==> config.mk <==
export PLATFORM = sky130hd
export DESIGN_NAME = aib_link_bringup_ctrl
export DESIGN_NICKNAME = d
export VERILOG_FILES = /design/src/rtl/aib_link_bringup_ctrl.sv
export SDC_FILE = /design/constraint.sdc
export NUM_CORES = 1
export LEC_CHECK = 0
export BUFFER_PORTS_ARGS = -buffer_cell sky130_fd_sc_hd__buf_2
export CORE_ASPECT_RATIO = 1.5
export CORE_MARGIN = 2
export CORE_UTILIZATION = 41
export DETAILED_ROUTE_END_ITERATION = 12
export GPL_ROUTABILITY_DRIVEN = 0
export HOLD_SLACK_MARGIN = 0.15
export PLACE_DENSITY = 0.77
export SLEW_MARGIN = 40
export SYNTH_ARGS = -nofsm -noshare
export SYNTH_HDL_FRONTEND = slang
export SYNTH_SLANG_ARGS = --single-unit
==> constraint.sdc <==
create_clock -name i_cfg_avmm_clk -period 2.7 [get_ports i_cfg_avmm_clk]
set_clock_uncertainty 0.2 [all_clocks]
set_input_delay 0.135 -clock i_cfg_avmm_clk [delete_from_list [all_inputs] [get_ports i_cfg_avmm_clk]]
set_output_delay 0.135 -clock i_cfg_avmm_clk [all_outputs]
set_load 0.1 [all_outputs]
==> src/rtl/aib_link_bringup_ctrl.sv <==
// AIB leader bring-up sequencer: config table writes, adapter reset/MAC ready release,
// link wait with timeout and bounded retries.
module aib_link_bringup_ctrl #(
  parameter int unsigned ACTIVE_CHNLS = 1,
  parameter int unsigned NBR_CHNLS    = 24,
  parameter int unsigned NUM_CFG      = 4,
  parameter logic [NUM_CFG*53-1:0] CFG_TABLE = '0,
  parameter int unsigned RST_DLY      = 32,
  parameter int unsigned MAC_DLY      = 16,
  parameter int unsigned LINK_TIMEOUT = 65535,
  parameter int unsigned MAX_RETRY    = 3
) (
  input  logic                 i_cfg_avmm_clk,
  input  logic                 i_cfg_avmm_rst_n,
  input  logic                 start,
  output logic [16:0]          o_cfg_avmm_addr,
  output logic [3:0]           o_cfg_avmm_byte_en,
  output logic [31:0]          o_cfg_avmm_wdata,
  output logic                 o_cfg_avmm_write,
  input  logic                 i_cfg_avmm_waitreq,
  output logic [NBR_CHNLS-1:0] ns_adapter_rstn,
  output logic [NBR_CHNLS-1:0] ns_mac_rdy,
  input  logic [NBR_CHNLS-1:0] fs_mac_rdy,
  input  logic [NBR_CHNLS-1:0] m_rx_align_done,
  output logic                 link_up,
  output logic                 link_fail,
  output logic [3:0]           retry_cnt,
  output logic [2:0]           state
);

  typedef enum logic [2:0] {
    StIdle     = 3'd0,
    StCfgWr    = 3'd1,
    StRstWait  = 3'd2,
    StMacWait  = 3'd3,
    StWaitLink = 3'd4,
    StLinkUp   = 3'd5,
    StFail     = 3'd6
  } state_e;

  localparam logic [NBR_CHNLS-1:0] ActMask  = {NBR_CHNLS{1'b1}} >> (NBR_CHNLS - ACTIVE_CHNLS);
  localparam logic [3:0]           LastIdx  = 4'(NUM_CFG - 1);
  localparam logic [19:0]          RstLast  = 20'(RST_DLY - 1);
  localparam logic [19:0]          MacLast  = 20'(MAC_DLY - 1);
  localparam logic [19:0]          LinkLast = 20'(LINK_TIMEOUT - 1);
  localparam logic [3:0]           MaxRetry = 4'(MAX_RETRY);

  function automatic logic [52:0] cfg_entry(input logic [3:0] i);
    return CFG_TABLE[53*int'(i) +: 53];
  endfunction

  state_e                state_q, state_d;
  logic [3:0]            idx_q, idx_d, retry_q, retry_d;
  logic [19:0]           cnt_q, cnt_d;
  logic                  boot_q, start_q;
  logic                  wr_q, wr_d, link_up_q, link_up_d, link_fail_q, link_fail_d;
  logic [16:0]           addr_q, addr_d;
  logic [3:0]            be_q, be_d;
  logic [31:0]           wdata_q, wdata_d;
  logic [NBR_CHNLS-1:0]  rstn_q, rstn_d, mac_q, mac_d;
  logic [NBR_CHNLS-1:0]  fs_s1_q, fs_s2_q, al_s1_q, al_s2_q;
  logic                  ok, start_edge, lost, restart;

  assign ok         = &((fs_s2_q & al_s2_q) | ~ActMask);
  assign start_edge = start & ~start_q;

  always_comb begin
    state_d     = state_q;
    idx_d       = idx_q;
    cnt_d       = cnt_q;
    retry_d     = retry_q;
    wr_d        = wr_q;
    addr_d      = addr_q;
    be_d        = be_q;
    wdata_d     = wdata_q;
    rstn_d      = rstn_q;
    mac_d       = mac_q;
    link_up_d   = link_up_q;
    link_fail_d = link_fail_q;
    lost        = 1'b0;
    restart     = 1'b0;
    case (state_q)
      StIdle:    restart = boot_q | start_edge;
      StCfgWr: begin
        if (!i_cfg_avmm_waitreq) begin
          if (idx_q == LastIdx) begin
            wr_d    = 1'b0;
            cnt_d   = '0;
            state_d = StRstWait;
          end else begin
            idx_d                    = idx_q + 4'd1;
            {be_d, addr_d, wdata_d}  = cfg_entry(idx_q + 4'd1);
          end
        end
      end
      StRstWait: begin
        if (cnt_q == RstLast) begin
          rstn_d  = ActMask;
          cnt_d   = '0;
          state_d = StMacWait;
        end else begin
          cnt_d = cnt_q + 20'd1;
        end
      end
      StMacWait: begin
        if (cnt_q == MacLast) begin
          mac_d   = ActMask;
          cnt_d   = '0;
          state_d = StWaitLink;
        end else begin
          cnt_d = cnt_q + 20'd1;
        end
      end
      StWaitLink: begin
        // ok takes priority over a coincident timeout
        if (ok) begin
          link_up_d = 1'b1;
          state_d   = StLinkUp;
        end else if (cnt_q == LinkLast) begin
          lost = 1'b1;
        end else begin
          cnt_d = cnt_q + 20'd1;
        end
      end
      StLinkUp: begin
        if (start_edge) restart = 1'b1;
        else if (!ok)   lost    = 1'b1;
      end
      StFail:    restart = start_edge;
      default:   state_d = StIdle;
    endcase

    if (lost) begin
      link_up_d = 1'b0;
      rstn_d    = '0;
      mac_d     = '0;
      cnt_d     = '0;
      if (retry_q < MaxRetry) begin
        retry_d = retry_q + 4'd1;
        state_d = StRstWait;
      end else begin
        link_fail_d = 1'b1;
        state_d     = StFail;
      end
    end

    if (restart) begin
      state_d                 = StCfgWr;
      idx_d                   = '0;
      wr_d                    = 1'b1;
      {be_d, addr_d, wdata_d} = cfg_entry(4'd0);
      retry_d                 = '0;
      rstn_d                  = '0;
      mac_d                   = '0;
      link_up_d               = 1'b0;
      link_fail_d             = 1'b0;
    end
  end

  always_ff @(posedge i_cfg_avmm_clk or negedge i_cfg_avmm_rst_n) begin
    if (!i_cfg_avmm_rst_n) begin
      state_q     <= StIdle;
      idx_q       <= '0;
      cnt_q       <= '0;
      retry_q     <= '0;
      boot_q      <= 1'b1;
      start_q     <= 1'b0;
      wr_q        <= 1'b0;
      addr_q      <= '0;
      be_q        <= '0;
      wdata_q     <= '0;
      rstn_q      <= '0;
      mac_q       <= '0;
      link_up_q   <= 1'b0;
      link_fail_q <= 1'b0;
      fs_s1_q     <= '0;
      fs_s2_q     <= '0;
      al_s1_q     <= '0;
      al_s2_q     <= '0;
    end else begin
      state_q     <= state_d;
      idx_q       <= idx_d;
      cnt_q       <= cnt_d;
      retry_q     <= retry_d;
      boot_q      <= 1'b0;
      start_q     <= start;
      wr_q        <= wr_d;
      addr_q      <= addr_d;
      be_q        <= be_d;
      wdata_q     <= wdata_d;
      rstn_q      <= rstn_d;
      mac_q       <= mac_d;
      link_up_q   <= link_up_d;
      link_fail_q <= link_fail_d;
      fs_s1_q     <= fs_mac_rdy;
      fs_s2_q     <= fs_s1_q;
      al_s1_q     <= m_rx_align_done;
      al_s2_q     <= al_s1_q;
    end
  end

  assign o_cfg_avmm_addr    = addr_q;
  assign o_cfg_avmm_byte_en = be_q;
  assign o_cfg_avmm_wdata   = wdata_q;
  assign o_cfg_avmm_write   = wr_q;
  assign ns_adapter_rstn    = rstn_q;
  assign ns_mac_rdy         = mac_q;
  assign link_up            = link_up_q;
  assign link_fail          = link_fail_q;
  assign retry_cnt          = retry_q;
  assign state              = state_q;

endmodule

==> results of run 1 <==
[flip-flops by register name, summed over array words and instances, names as in the netlist]
name / flops
fs_s1_q: 1
state: 3
link_fail: 1
ns_adapter_rstn: 1
cnt_q: 20
fs_s2_q: 1
al_s1_q: 1
o_cfg_avmm_write: 1
retry_cnt: 4
al_s2_q: 1
ns_mac_rdy: 1
start_q: 1
link_up: 1
idx_q: 4
boot_q: 1
[cell usage after synthesis, types with 4 or more instances]
library cell,number
buf_4,100
dfrtp_1,41
nor2_1,29
nand2_1,23
o21ai_0,16
nand3_1,15
nor3_1,14
a21o_1,11
a22o_1,9
nand2b_1,7
a21oi_1,5
clkbuf_1,5
ha_1,4
nor2b_1,4
[metal layers]
metal | track usage (%) | vias to the layer above | routed length, um
met5 | 0 | - | 0
met3 | 2.66 | 18 | 473
met1 | 15.6 | 1132 | 2210
met4 | 10.1 | 0 | 234
met2 | 28.4 | 131 | 3190
li1 | - | 1103 | -
[layout by cell type (no fill, tap or decap), drive strengths merged, types with 4 or more instances in the layout]
cell	n
clkbuf	6
o21ai	16
dlygate4sd3	5
nor2b	4
a21o	11
nand3	15
nor2	30
ha	4
nand2	23
nor3	15
dfrtp	41
a22o	9
nand2b	7
a21oi	6
conb	100
buf	48
[power breakdown]
group	internal, uW	leakage [uW]	switching, uW
registers	740	0.000546	126
clock network	276	0.0000514	219
logic	479	0.00103	1420
[kinds of logic (layout without fill, tap and decap cells)]
family	after synthesis	count (layout)	share of synthesized area, %
AND/OR/NAND/NOR	118	118	19.8
adder cells (fa/ha/maj)	4	4	1.65
multiplexers	2	2	0.660
other	1	100	0.124
XOR/XNOR	6	6	1.73
flip-flops	42	42	34.7
buffers and inverters	111	64	26.2
AO/OA/AOI/OAI	62	62	15.1
[worst max-delay path by stage]
stage | from | end
after floorplan | cnt_q[16]$_DFFE_PN0P_ | cnt_q[17]$_DFFE_PN0P_
after CTS | cnt_q[18]$_DFFE_PN0P_ | cnt_q[17]$_DFFE_PN0P_
after detailed placement | cnt_q[16]$_DFFE_PN0P_ | cnt_q[7]$_DFFE_PN0P_
after global placement | cnt_q[16]$_DFFE_PN0P_ | cnt_q[7]$_DFFE_PN0P_
after global routing | cnt_q[17]$_DFFE_PN0P_ | cnt_q[17]$_DFFE_PN0P_
final | cnt_q[17]$_DFFE_PN0P_ | cnt_q[17]$_DFFE_PN0P_
[stage by stage]
stage | util, % | hold slack, ns | setup TNS [ns] | worst slack [ns] | power (uW)
6_report | 45.8 | 0.144 | -0.0273 | -0.0218 | 3260
5_1_grt | 45.8 | 0.152 | -0.495 | -0.0999 | 3420
4_1_cts | 45.2 | 0.150 | -0.0554 | -0.0183 | 3230
3_5_place_dp | 42.1 | -0.0424 | -1.46 | -0.120 | 2690
3_3_place_gp | 42.1 | 0.0473 | -1.02 | -0.107 | 2650
2_1_floorplan | - | -0.361 | -0.267 | -0.0330 | 2410
[worst reg2reg max path: cells and delay by family (launching register included)]
family          cells  cell delay [ns]
flops               1             0.38
compound gates      2             0.70
buf+inv             3             0.45
simple gates        3             0.88
[area by class of cell]
class / count / area share [%]
well taps: 100 / 3.78
inverters: 3 / 0.340
flip-flops and latches: 42 / 31.9
clock inverters: 2 / 1.13
repair buffers: 53 / 12.6
multi-input cells: 292 / 48.1
clock buffers: 6 / 2.19
[timing repair]
action / CTS / global route
pin swaps: 5 / 8
setup endpoints to repair: 20 / 21
endpoints found under the hold margin: 46 / 0
setup buffers: 6 / 2
hold buffers: 5 / 0
gates resized for setup: 5 / 12
==> qor.yml, run 1 <==
synth-seq-cells: 42
yosysWarnings: 0
reg2reg_from: "cnt_q[17]$_DFFE_PN0P_"
hold_end: "fs_s2_q[0]$_DFF_PN0_"
cp.buffers_inverters: 3
netlist_area_sq_mm: 0.00303
route.detailed.drc: 0
endpoint_kind: "flip-flop"
critPathMaxStageDelay_ns: 0.56
cts_root_buf: "clkbuf_8"
reg2reg_to: "cnt_q[17]$_DFFE_PN0P_"
yosysSeqAreaShare_pct: 34.7
synth-main-ff-cell: "dfrtp_1"
crit_cells: 8
nets: 453
maxSlewViolCount: 0
grt_first_pass_wirelength_um: 9690
hold_path_class: "flip-flop to flip-flop"
ys_types: 51
netlist_top_cells_area: "dfrtp_1 34%, buf_4 25%, nor2_1 3.6%, nand2_1 2.8%, a21o_1 2.7%"
fillers: 712
first_global_vias: 2204
path_clk_slew_ns: 0.08
final_cells: 498
synth-edff-count: 0
firstDrtPassIters: 4
place_area_sq_mm: 0.00304
cp_top_family: "simple AND/OR/NAND/NOR gates"
io_buffers: 17
dr_total_vias: 2384
period_share_pct: 101
dp.cells: 478
drt_iter0_markers: 137
grt_max_degree: 43
ant_nets: 0
cts_tree: "done"
min_from: "fs_s1_q[0]$_DFF_PN0_"
timing.fmax_mhz: 367
async_flop_share_pct: 100
design_area_sq_mm: 0.00331
numCtsBuffers: 5
fp.dieH_um: 109
clockBufferDepth: 2
slew_headroom_pct: 64.6
core.rowCount: 38
ff2ff_path_depth: 8
routed_wl_um: 6110
worst_slack_ns: -0.0218
io_pins: 163
worst_pin_slew_ns: 0.528
rsz0062_at_grt: "true"
antenna_cells: 0
core_sq_mm: 0.00723
cap_violations: 0
synth_area_leader_cell: "dfrtp_1"
cp_max_fo: 10
critPathLaunchType: "flip-flop"
powerDensity_mw_per_mm2: 984
seqCellArea_sq_mm: 0.00105
die-area_sq_mm: 0.00812
holdPathStages: 0
viasPerCell: 4.79
setup_violations: 2
syn_area_per_cell_sq_um: 8.77
dp_hpwl_um: 4440
drive_gt1_share_pct: 17.1
worstSetupPathType: "flip-flop to flip-flop"
cts_sinks: 42
routedWlPerCell_um: 12.3
gr-total-overflow: 0
reg2reg_slack_ns: -0.02
grt.total_usage_pct: 15.5
path_cells: "or4_4, buf_6, nand4b_1, a221oi_4, buf_6, nor3_4, buf_12, a221o_1"
netlist.area_leader.share_pct: 33.8
status: "finished with violations"
critPathMostFrequentCell: "buf_6"
cp_slowest_cell: "or4_4"
worstPathRequired_ns: 2.68
synthToLayoutAreaGrowth_pct: 9.12
violations: "setup timing"
worstPathArrival_ns: 2.70
final_hold_viol_count: 0
antenna_found_initial: 0
htree_levels: 2
die_w_um: 74.2
insertion_delay_ns: 0.30
leakagePower_uw: 0.00162
period_needed_ns: 2.72
syn_inst: 346
multiInputGateArea_sq_mm: 0.00159
initial_core_util_pct: 42.0
peakVddDrop_mv: 0.420
(Power assumes the default switching activity.)
==> run 2: changes to the inputs <==
Settings changed: CORE_UTILIZATION 41 to 49, PLACE_DENSITY 0.77 to 0.86.
Clock period 2.7 ns to 3.51 ns, I/O delays scaled along.
==> qor.yml, run 2 (synthesis gave the netlist of run 1 again) <==
insertion_delay_ns: 0.29  # was 0.30 ns
period_needed_ns: 3.12  # was 2.72 ns
die_w_um: 68.2  # was 74.2 um
viasPerCell: 5.13  # was 4.79
holdPathStages: 0  # unchanged
clockBufferDepth: 2  # unchanged
slew_headroom_pct: 54.1  # was 64.6%
initial_core_util_pct: 50.2  # was 42.0%
status: "finished, final reports clean"  # was finished with violations
cts_sinks: 42  # unchanged
leakagePower_uw: 0.00145  # was 0.00162 uW
worstPathRequired_ns: 3.47  # was 2.68 ns
critPathMaxStageDelay_ns: 0.60  # was 0.56 ns
worstSetupPathType: "flip-flop to flip-flop"  # unchanged
pre_cts_ws_ns: 0.453  # was -0.120 ns
drt_iter0_markers: 197  # was 137
grt.total_usage_pct: 17.0  # was 15.5%
cts_tree: "done"  # unchanged
die-area_sq_mm: 0.00685  # was 0.00812 sq mm
finish.utilization_pct: 49.1  # was 45.8%
worst_slack_ns: 0.390  # was -0.0218 ns
ff2ff_path_depth: 7  # was 8
dr_total_vias: 2278  # was 2,384
period_share_pct: 88.9  # was 101%
io_pins: 163  # unchanged
numCtsBuffers: 5  # unchanged
core.rowCount: 35  # was 38
core_sq_mm: 0.00604  # was 0.00723 sq mm
drive_gt1_share_pct: 9.46  # was 17.1%
worst_pin_slew_ns: 0.684  # was 0.528 ns
final_common_cell: "conb_1"  # unchanged
critPathLaunchType: "flip-flop"  # unchanged
reg2reg_slack_ns: 0.39  # was -0.02 ns
io_buffers: 17  # unchanged
route.detailed.drc: 0  # unchanged
first_global_vias: 1999  # was 2,204
cp_slowest_cell: "or4_1"  # was or4_4
hold_end: "fs_s2_q[0]$_DFF_PN0_"  # unchanged
routedWlPerCell_um: 12.3  # about the same
ant_nets: 0  # unchanged
antenna_cells: 0  # unchanged
final_hold_viol_count: 0  # unchanged
reg2reg_to: "cnt_q[9]$_DFFE_PN0P_"  # was cnt_q[17]$_DFFE_PN0P_
endpoint_kind: "flip-flop"  # unchanged
hold_path_class: "flip-flop to flip-flop"  # unchanged
final_cells: 444  # was 498
setup_tns_ns: 0  # was -0.0273 ns
dp_hpwl_um: 4040  # was 4440 um
power_uw: 2220  # was 3260 uW
path_cells: "or4_1, or4_4, o31ai_4, buf_4, nor2_2, nand3_1, o21ai_0"  # was or4_4, buf_6, nand4b_1, a221oi_4, buf_6, nor3_4, buf_12, a221o_1
synthToLayoutAreaGrowth_pct: -2.19  # was 9.12%
timing.fmax_mhz: 320  # was 367 MHz
rsz0062_at_grt: "false"  # was true
final_cell_mix: "100 x conb_1, 41 x dfrtp_1, 29 x nor2_1"  # was 100 x conb_1, 39 x dfrtp_1, 29 x nor2_1
reg2reg_from: "cnt_q[16]$_DFFE_PN0P_"  # was cnt_q[17]$_DFFE_PN0P_
grt_max_degree: 43  # unchanged
largest_reg_flops: 20  # unchanged
grt_first_pass_wirelength_um: 8970  # was 9690 um
worstPathArrival_ns: 3.08  # was 2.70 ns
setup_violations: 0  # was 2
peakVddDrop_mv: 0.193  # was 0.420 mV
powerDensity_mw_per_mm2: 749  # was 984 mW/mm^2
nets: 425  # was 453
antenna_found_initial: 0  # unchanged
gr-total-overflow: 0  # unchanged
cp_max_fo: 13  # was 10
dp.cells: 431  # was 478
firstDrtPassIters: 4  # unchanged
maxSlewViolCount: 0  # unchanged
htree_levels: 2  # unchanged
routed_wl_um: 5480  # was 6110 um
cts_root_buf: "clkbuf_8"  # unchanged
fp.dieH_um: 100  # was 109 um
cap_violations: 0  # unchanged
top_register: "cnt_q"  # unchanged
min_from: "fs_s1_q[0]$_DFF_PN0_"  # unchanged
path_clk_slew_ns: 0.07  # was 0.08 ns
-- run 2: metal layers --
metal,vias to the layer above,GRT usage (%),share of wire (%)
met5,-,0,0
met4,0,10.2,3.4
met3,14,3.25,7.9
met2,136,29.6,52
met1,1075,18.3,36
li1,1053,-,-
-- run 2: repair_timing --
action,CTS,global route
endpoints found under the hold margin,46,0
hold buffers,5,0
setup buffers,0,0
gates resized for setup,0,0
-- run 2: worst max path at each step --
stage	startpoint	end	slack, ns	cells after the start
after global placement	cnt_q[16]$_DFFE_PN0P_	cnt_q[17]$_DFFE_PN0P_	0.51	6
after global routing	cnt_q[16]$_DFFE_PN0P_	cnt_q[9]$_DFFE_PN0P_	0.24	7
after floorplan	state[2]$_DFFE_PN0P_	cnt_q[7]$_DFFE_PN0P_	0.65	7
final	cnt_q[16]$_DFFE_PN0P_	cnt_q[9]$_DFFE_PN0P_	0.39	7
after detailed placement	cnt_q[16]$_DFFE_PN0P_	cnt_q[9]$_DFFE_PN0P_	0.45	7
after CTS	cnt_q[16]$_DFFE_PN0P_	cnt_q[9]$_DFFE_PN0P_	0.42	7
-- run 2: where the power goes --
group	total (uW)	switching [uW]	internal (uW)
logic	1230	1000	227
registers	700	131	568
clock network	295	153	141
-- run 2: layout make-up --
| class | count | area, sq um |
|---|---|---|
| multi-input cells | 292 | 1570 |
| well taps | 74 | 92.6 |
| clock buffers | 8 | 80.1 |
| inverters | 3 | 11.3 |
| flip-flops and latches | 42 | 1050 |
| fillers | 572 | 3080 |
| repair buffers | 25 | 160 |
-- run 2: worst max-delay path, delay by kind of cell (launching register included) --
kind | cells | cell delay (ns)
AO/OA/AOI/OAI | 2 | 0.41
buffers and inverters | 1 | 0.27
AND/OR/NAND/NOR | 4 | 1.67
flip-flops | 1 | 0.42
-- run 2: through the flow --
| stage | hold WS [ns] | instance area, sq um |
|---|---|---|
| final | 0.150 | 2970 |
| after global routing | 0.157 | 2970 |
| after CTS | 0.153 | 2960 |
| after detailed placement | -0.00716 | 2830 |
| after global placement | 0.0861 | 2820 |
| after floorplan | -0.320 | 3400 |
